==> src/rtl/shift_sched_ctrl_pkg.sv <==
// Shared types and sizing for the barrel-shifter rotation scheduler.
// PORT_NUB follows PORT_NUB_TOTAL from the switch build.
`ifndef PORT_NUB_TOTAL
`define PORT_NUB_TOTAL 8
`endif

package shift_sched_ctrl_pkg;

  localparam int PORT_NUB = `PORT_NUB_TOTAL;

  localparam int SEL_W = $clog2(PORT_NUB);
  // one shifter register stage per select bit
  localparam int LAT   = SEL_W;
  localparam int CNT_W = $clog2(LAT + 1);

`ifdef SHIFT_SCHED_CNT_EN
  localparam int FCNT_W = 16;
`endif

  typedef enum logic [1:0] {
    IDLE  = 2'd0,
    RUN   = 2'd1,
    DRAIN = 2'd2
  } state_e;

  typedef logic [SEL_W-1:0] sel_t;

  function automatic sel_t sel_next(sel_t s);
    return s + sel_t'(1);
  endfunction

  function automatic logic sel_last(sel_t s);
    return s == sel_t'(PORT_NUB - 1);
  endfunction

endpackage

==> src/rtl/shift_sched_ctrl_if.sv <==
// Command/status bundle between the scheduler and its user.
// frame_cnt is present only with SHIFT_SCHED_CNT_EN.
interface shift_sched_ctrl_if;
  import shift_sched_ctrl_pkg::*;

  logic start;
  logic stop;
  sel_t sel;
  logic in_valid;
  logic frame_start;
  logic out_valid;
  sel_t out_sel;
  logic busy;
  logic done;
`ifdef SHIFT_SCHED_CNT_EN
  logic [FCNT_W-1:0] frame_cnt;
`endif

  modport master (
    input  start, stop,
    output sel, in_valid, frame_start,
    output out_valid, out_sel, busy, done
`ifdef SHIFT_SCHED_CNT_EN
    , output frame_cnt
`endif
  );

  modport slave (
    output start, stop,
    input  sel, in_valid, frame_start,
    input  out_valid, out_sel, busy, done
`ifdef SHIFT_SCHED_CNT_EN
    , input frame_cnt
`endif
  );

endinterface

==> src/rtl/shift_sched_ctrl_delay.sv <==
// Width x depth shift register mirroring the shifter pipeline.
// Async reset clears every stage so nothing stale leaks out.
module sched_delay_line #(
  parameter int W = 1,
  parameter int D = 1
) (
  input  logic         clk,
  input  logic         rst_n,
  input  logic [W-1:0] d_i,
  output logic [W-1:0] q_o
);

  logic [W-1:0] q_q [D];

  always_ff @(posedge clk or negedge rst_n) begin
    if (!rst_n) begin
      for (int i = 0; i < D; i++) begin
        q_q[i] <= '0;
      end
    end else begin
      q_q[0] <= d_i;
      for (int i = 1; i < D; i++) begin
        q_q[i] <= q_q[i-1];
      end
    end
  end

  assign q_o = q_q[D-1];

endmodule

==> src/rtl/shift_sched_ctrl.sv <==
// Round-robin rotate scheduler with frame-aligned start/stop and drain.
// Optional SHIFT_SCHED_CNT_EN adds a 16-bit frame counter.
module shift_sched_ctrl
  import shift_sched_ctrl_pkg::*;
(
  input  logic clk,
  input  logic rst_n,
  shift_sched_ctrl_if.master bus
);

  state_e           state_q, state_d;
  sel_t             sel_q, sel_d;
  logic             pend_q, pend_d;
  logic [CNT_W-1:0] cnt_q, cnt_d;
  logic             done_q, done_d;

  logic in_valid;
  logic frame_start;
  logic dly_valid;
  sel_t dly_sel;

  always_ff @(posedge clk or negedge rst_n) begin
    if (!rst_n) begin
      state_q <= IDLE;
      sel_q   <= '0;
      pend_q  <= 1'b0;
      cnt_q   <= '0;
      done_q  <= 1'b0;
    end else begin
      state_q <= state_d;
      sel_q   <= sel_d;
      pend_q  <= pend_d;
      cnt_q   <= cnt_d;
      done_q  <= done_d;
    end
  end

  always_comb begin
    state_d = state_q;
    sel_d   = sel_q;
    pend_d  = pend_q;
    cnt_d   = cnt_q;
    done_d  = 1'b0;
    unique case (state_q)
      IDLE: begin
        sel_d = '0;
        if (bus.start) state_d = RUN;
      end
      RUN: begin
        sel_d = sel_next(sel_q);
        if (bus.stop) pend_d = 1'b1;
        // leave only on the last slot so frames stay whole
        if (sel_last(sel_q) && (pend_q || bus.stop)) begin
          state_d = DRAIN;
          pend_d  = 1'b0;
          cnt_d   = CNT_W'(LAT);
        end
      end
      DRAIN: begin
        sel_d = '0;
        cnt_d = cnt_q - CNT_W'(1);
        if (cnt_q == CNT_W'(1)) begin
          state_d = IDLE;
          done_d  = 1'b1;
        end
      end
      default: begin
        state_d = IDLE;
        sel_d   = '0;
        pend_d  = 1'b0;
        cnt_d   = '0;
      end
    endcase
  end

  assign in_valid    = (state_q == RUN);
  assign frame_start = in_valid && (sel_q == '0);

  sched_delay_line #(.W(1), .D(LAT)) u_dly_valid (
    .clk   (clk),
    .rst_n (rst_n),
    .d_i   (in_valid),
    .q_o   (dly_valid)
  );

  sched_delay_line #(.W(SEL_W), .D(LAT)) u_dly_sel (
    .clk   (clk),
    .rst_n (rst_n),
    .d_i   (sel_q),
    .q_o   (dly_sel)
  );

  assign bus.sel         = sel_q;
  assign bus.in_valid    = in_valid;
  assign bus.frame_start = frame_start;
  assign bus.out_valid   = dly_valid;
  assign bus.out_sel     = dly_sel;
  assign bus.busy        = (state_q != IDLE);
  assign bus.done        = done_q;

`ifdef SHIFT_SCHED_CNT_EN
  logic [FCNT_W-1:0] fcnt_q;

  always_ff @(posedge clk or negedge rst_n) begin
    if (!rst_n) begin
      fcnt_q <= '0;
    end else if (frame_start) begin
      fcnt_q <= fcnt_q + FCNT_W'(1);
    end
  end

  assign bus.frame_cnt = fcnt_q;
`endif

endmodule

==> src/flat_wrapper.sv <==
// flat-port wrapper written by rule: the top's interface ports become plain ports
module shift_sched_ctrl_flat import shift_sched_ctrl_pkg::*;
  (clk, rst_n, bus_start, bus_stop, bus_sel, bus_in_valid, bus_frame_start, bus_out_valid, bus_out_sel, bus_busy, bus_done);
  shift_sched_ctrl_if bus_i ();
  input  logic clk;
  input  logic rst_n;
  input wire logic [$bits(bus_i.start)-1:0] bus_start;
  input wire logic [$bits(bus_i.stop)-1:0] bus_stop;
  output wire logic [$bits(bus_i.sel)-1:0] bus_sel;
  output wire logic [$bits(bus_i.in_valid)-1:0] bus_in_valid;
  output wire logic [$bits(bus_i.frame_start)-1:0] bus_frame_start;
  output wire logic [$bits(bus_i.out_valid)-1:0] bus_out_valid;
  output wire logic [$bits(bus_i.out_sel)-1:0] bus_out_sel;
  output wire logic [$bits(bus_i.busy)-1:0] bus_busy;
  output wire logic [$bits(bus_i.done)-1:0] bus_done;
  assign bus_i.start = bus_start;
  assign bus_i.stop = bus_stop;
  assign bus_sel = bus_i.sel;
  assign bus_in_valid = bus_i.in_valid;
  assign bus_frame_start = bus_i.frame_start;
  assign bus_out_valid = bus_i.out_valid;
  assign bus_out_sel = bus_i.out_sel;
  assign bus_busy = bus_i.busy;
  assign bus_done = bus_i.done;
  shift_sched_ctrl u_core (.clk(clk), .rst_n(rst_n), .bus(bus_i));
endmodule
==> config.mk <==
export PLATFORM = sky130hd
export DESIGN_NAME = shift_sched_ctrl_flat
export DESIGN_NICKNAME = d
export VERILOG_FILES = /design/src/rtl/shift_sched_ctrl_pkg.sv /design/src/rtl/shift_sched_ctrl_if.sv /design/src/rtl/shift_sched_ctrl_delay.sv /design/src/rtl/shift_sched_ctrl.sv /design/src/flat_wrapper.sv
export SDC_FILE = /design/constraint.sdc
export NUM_CORES = 1
export LEC_CHECK = 0
export CORE_UTILIZATION = 49
export CTS_BUF_LIST = sky130_fd_sc_hd__clkbuf_16
export DETAILED_ROUTE_END_ITERATION = 12
export PLACE_DENSITY = 0.83
export SETUP_SLACK_MARGIN = 0.4
export SLEW_MARGIN = 15
export SYNTH_ARGS = -nofsm -noshare
export SYNTH_HDL_FRONTEND = slang
export SYNTH_HIERARCHICAL = 1
export SYNTH_SLANG_ARGS = --single-unit
export TNS_END_PERCENT = 30
==> constraint.sdc <==
create_clock -name clk -period 1.6 [get_ports clk]
set_input_delay 0.32 -clock clk [delete_from_list [all_inputs] [get_ports clk]]
set_output_delay 0.32 -clock clk [all_outputs]
set_load 0.005 [all_outputs]
-- After elaboration in Yosys (flattened, before gate mapping)
Cells that the tools add are included.
- flip-flop bits (word level): 21
- input bits: 4
- output and inout port bits: 11
- bitwise gates (word level): 2
- add/subtract/negate cells: 2
- reductions and logical operators: 10
- equality and inequality tests: 8
- multiplexer cells: 12
- operators by type and width (operator ; number):
    2-bit case mux with 3 select lines ; 2
    2-bit 2-to-1 mux ; 4
    2-bit by 1-bit equality test with 1-bit output (second input constant) ; 2
    1-bit 2-to-1 mux ; 4
    2-bit inequality test (second input constant) ; 2
    2-bit AND reduction ; 2
    3-bit by 1-bit adder with 3-bit output (second input constant) ; 1
    3-bit equality test (second input constant) ; 1
    3-bit zero test ; 1
    3-bit 2-to-1 mux ; 1
    3-bit inequality test (second input constant) ; 1
    3-bit AND reduction ; 1
    2-bit equality test (second input constant) ; 1
    1-bit logical AND ; 2
    2-bit zero test ; 1
    2-bit by 1-bit inequality test with 1-bit output (second input constant) ; 1
    1-bit inverter ; 2
    1-bit case mux with 2 select lines ; 1
    2-bit nonzero test ; 1
    2-bit OR reduction ; 1
    2-bit by 1-bit subtractor with 2-bit output (second input constant) ; 1
    1-bit logical OR ; 1

-- Longest topological paths before layout
- word-level depth: 4
- mapped depth: 6
- depth with buffers taken out: 5

-- Cells and area by module
The synthesis kept the hierarchy.
- modules (own cells, without submodules) (module ; area each (µm²) ; seq. area each (µm²) ; cells each ; times used):
    shift_sched_ctrl ; 495.5 ; 225.2 ; 47 ; 1
    sched_delay_line at u_core.u_dly_sel ; 247.7 ; 225.2 ; 12 ; 1
    sched_delay_line at u_core.u_dly_valid ; 75.1 ; 75.1 ; 3 ; 1

-- Worst setup path after synthesis
OpenSTA, ideal clock, no wires.
- path type: reg2reg
- start: reg u_core.state_q[1]
- end: reg u_core.state_q[0]
- arrival time: 1.309 ns
- cell stages (with the launch flop): 6
- setup slack: 0.212 ns
- setup time: 0.079 ns
- cell sequence: dfrtp_1 > inv_1 > ha_1 > buf_2 > a222oi_1 > mux2i_1
- longest elaborated chain between the ends: 3
- RTL lines (what ; RTL line ; RTL):
    start, declared ; shift_sched_ctrl.sv:11 ; state_e state_q, state_d;
    start signal, assigned ; shift_sched_ctrl.sv:30 ; state_q <= state_d;
    2-bit by 1-bit equality test with 1-bit output * ; n/a ;
    via bus_in_valid ; flat_wrapper.sv:10 ; output wire logic [$bits(bus_i.in_valid)-1:0] bus_in_valid;
    2-bit inequality test (no source line) ; n/a ;
    3-bit AND reduction (no source line) ; n/a ;
The timed path passes the listed nets; every way through them passes the cells marked *.
A chain may end at the register's enable or synchronous reset.

-- Worst setup path in the final report
- start: reg u_core.state_q[0]
- end: reg u_core.state_q[0]
- longest elaborated chain between the ends: 3
- RTL lines (what ; RTL line ; RTL):
    2-bit by 1-bit equality test with 1-bit output (tied with other cells) ; shift_sched_ctrl.sv:44 ; unique case (state_q)
    2-bit inequality test (no source line) / 2-bit by 1-bit inequality test with 1-bit output (equally long branches) ; n/a ;
    3-bit AND reduction (no source line) ; n/a ;
Parallel ways exist; a longest one is shown, timed or not.

==> results.toml <==
[setup_path]
cp_slowest_stage_delay_ps = 410
required_ps = 1770
r2r-start = "u_core/state_q[0]"
critical_path_class = "register to register"
reg2regPathDepth = 7
arrival_ps = 1780
crit_start = "u_core/state_q[0]"
worst_setup_path_end_kind = "register"
cp_common_cell = "buf_6"
crit_slowest_cell = "dfrtp_1"
worst_setup_path_start_kind = "register"
worstPathCellList = "buf_6 > ha_4 > buf_6 > buf_6 > a222oi_1 > buf_4 > mux2i_1"
regToRegEndpoint = "u_core/state_q[0]"
rrSetupSlack_ps = -2
cp_max_fo = 4

[placement]
dp_hpwl_um = 894
portBuffers = 14
gp_congestion = 0.791
preCtsSetupSlack_ps = -29.8

[global_routing]
grt_max_degree = 22
grt_pass1_vias = 561
grt_usage_pct = 21.8
gr-total-overflow = 0
grt_pass1_wl_mm = 2.86
antenna_found_initial = 0

[synth]
syn_inst = 62
synth.area.mux_share_pct = 3.67
yosysWarnings = 6
syn_avg_cell_area_um2 = 13.2
yosys-top-cells-area = "dfrtp_1 64%, ha_1 11%, inv_1 4.1%"
synth-xor-area-share_pct = 0
syn_area_um2 = 818
synthDistinctLibCells = 18
seq_area_frac_synth_pct = 64.2
synth_top_family_by_area = "adder cells"
syn_nets = 73
ys_ff_latch = 21
synth_simple_gate_area_share_pct = 6.42
synth_compound_area_share_pct = 7.49
yosysTopAreaCellShare_pct = 64.2
synth_fa_ha_area_share_pct = 10.7
synth.largest_area_cell = "dfrtp_1"

[routing]
wl_mm = 1.78
viasPerCell = 5.10
drtIter0Drc = 7
via_count = 551
drt-pass1-iter-count = 4
detail-route-antenna-nets = 0
wl_per_cell_um = 16.4
drc = 0

[timing]
worstMarginPinSlew_ps = 308
setup_viol = 1
slew_headroom_pct = 79.5
fin_crit_ps = 1600
tns_ps = -2.08
fin_worst_skew_ps = 2.47
finalMaxSlewViolations = 0
finalHoldViolCount = 0
rsz0062_at_grt = "yes"
fin_crit_sh_pct = 100
finalWorstSetupSlack_ps = -2.08
fmax_mhz = 624

[job]
drv_cap = 0

[cells_and_area]
syn2layout_area_growth_pct = 55.0
fillCellCount = 73
layout_common_cells = "21 x dfrtp_1, 9 x buf_6, 9 x buf_4"
diodes = 0
drive_above_1_share_pct = 44.6
fin_nets = 104
mostFrequentLayoutCell = "dfrtp_1"

[floorplan]
initial_core_util_pct = 53.1
fp.dieH_um = 42.9
core-area_um2 = 1540
dieArea_um2 = 1840
die_w_um = 42.9
row_count = 14
io-pin-count = 15

[status]
violations = "negative setup slack"
status = "complete, but fails checks"

[clock_network]
cts-root-buf = "clkbuf_16"
postCtsHoldBufs = 0
clockBufferDepth = 2
clkSlewWorstSetupHoldPaths_ps = 60
numCtsBuffers = 3
h-tree-depth = 1
cts_tree = "built"
clock_latency_ps = 250
cts_num_sinks = 21

[hold_path]
hold_class = "register to register"
hold_path_end = "u_core/u_dly_sel/q_o[1]"
hold_path_depth = 0
min_from = "u_core/u_dly_sel/q_q[4]"

[power]
irDropWorstVdd_mv = 1.58
leakage_nw = 0.737
p_per_area_nw_per_um2 = 2050
[layer usage]
metal / GRT usage [%] / wire length [µm] / up-vias
met3: 3.83 / 41 / 2
met4: 7.50 / 14 / 0
met1: 27.6 / 825 / 281
met5: 0 / 0 / -
li1: - / - / 259
met2: 37.6 / 893 / 9
[cells by family after synthesis]
logic type | count (synthesis)
fa+ha+maj | 7
flops | 21
mux | 3
compound gates | 9
simple gates | 9
buf+inv | 13
[cells in the mapped netlist]
library cell	instances
mux2i_1	3
a21oi_1	3
a21o_1	1
nor2_1	1
a221o_2	1
nand2_1	2
and3b_1	1
a222oi_1	1
inv_1	9
o21ai_0	2
and2_2	1
buf_4	3
and2_1	2
dfrtp_1	21
o21a_1	1
buf_2	1
nor2b_1	2
ha_1	7
[sequential cells by signal, summed over array words and instances, names as in the netlist]
| name | flops |
|---|---|
| u_core/u_dly_sel/q_o | 3 |
| u_core/bus.done | 1 |
| u_core/u_dly_sel/q_q | 6 |
| u_core/state_q | 2 |
| u_core/u_dly_valid/q_q | 2 |
| u_core/cnt_q | 2 |
| u_core/bus.sel | 3 |
| u_core/pend_q | 1 |
| u_core/u_dly_valid/q_o | 1 |
[where the power goes]
part / total [mW] / internal [mW] / switching (mW)
registers: 0.794 / 0.707 / 0.0866
logic: 1.30 / 0.750 / 0.548
clock network: 0.515 / 0.335 / 0.180
[cell type report]
class | count | area, µm² | area share [%]
flip-flops and latches | 21 | 526 | 41.4
clock inverters | 1 | 5.00 | 0.394
well taps | 16 | 20.0 | 1.58
multi-input cells | 28 | 308 | 24.3
clock buffers | 3 | 75.1 | 5.92
inverters | 9 | 38.8 | 3.06
repair buffers | 30 | 297 | 23.4
[worst max-delay path by stage]
stage / to
after floorplan: u_core/state_q[0]
after global placement: bus_frame_start
after detailed placement: u_core/state_q[0]
after CTS: u_core/state_q[0]
after global routing: u_core/state_q[0]
final: u_core/state_q[0]
[metrics by stage]
step,util [%],cells,cell area (µm²),total power [mW],hold slack [ps]
final,82.3,108,1270,2.61,347
after global routing,82.3,108,1270,2.74,361
after CTS,75.6,105,1160,2.36,347
after detailed placement,64.1,93,988,1.57,335
after global placement,64.1,93,988,1.53,332
after floorplan,-,62,818,1.21,24.4
[repair_timing]
| action | in CTS | in global routing |
|---|---|---|
| pin swaps | 3 | 4 |
| setup buffers | 8 | 3 |
| gates resized for setup | 27 | 26 |
| endpoints found under the setup margin | 16 | 18 |
| endpoints found under the hold margin | 0 | 0 |
[critical path, delay by kind of cell, from the launching register on]
kind,cells,cell delay (ps)
buf+inv,4,530
mux,1,160
flops,1,410
fa+ha+maj,1,140
compound gates,1,270
Power figures use the tool's default switching activity.
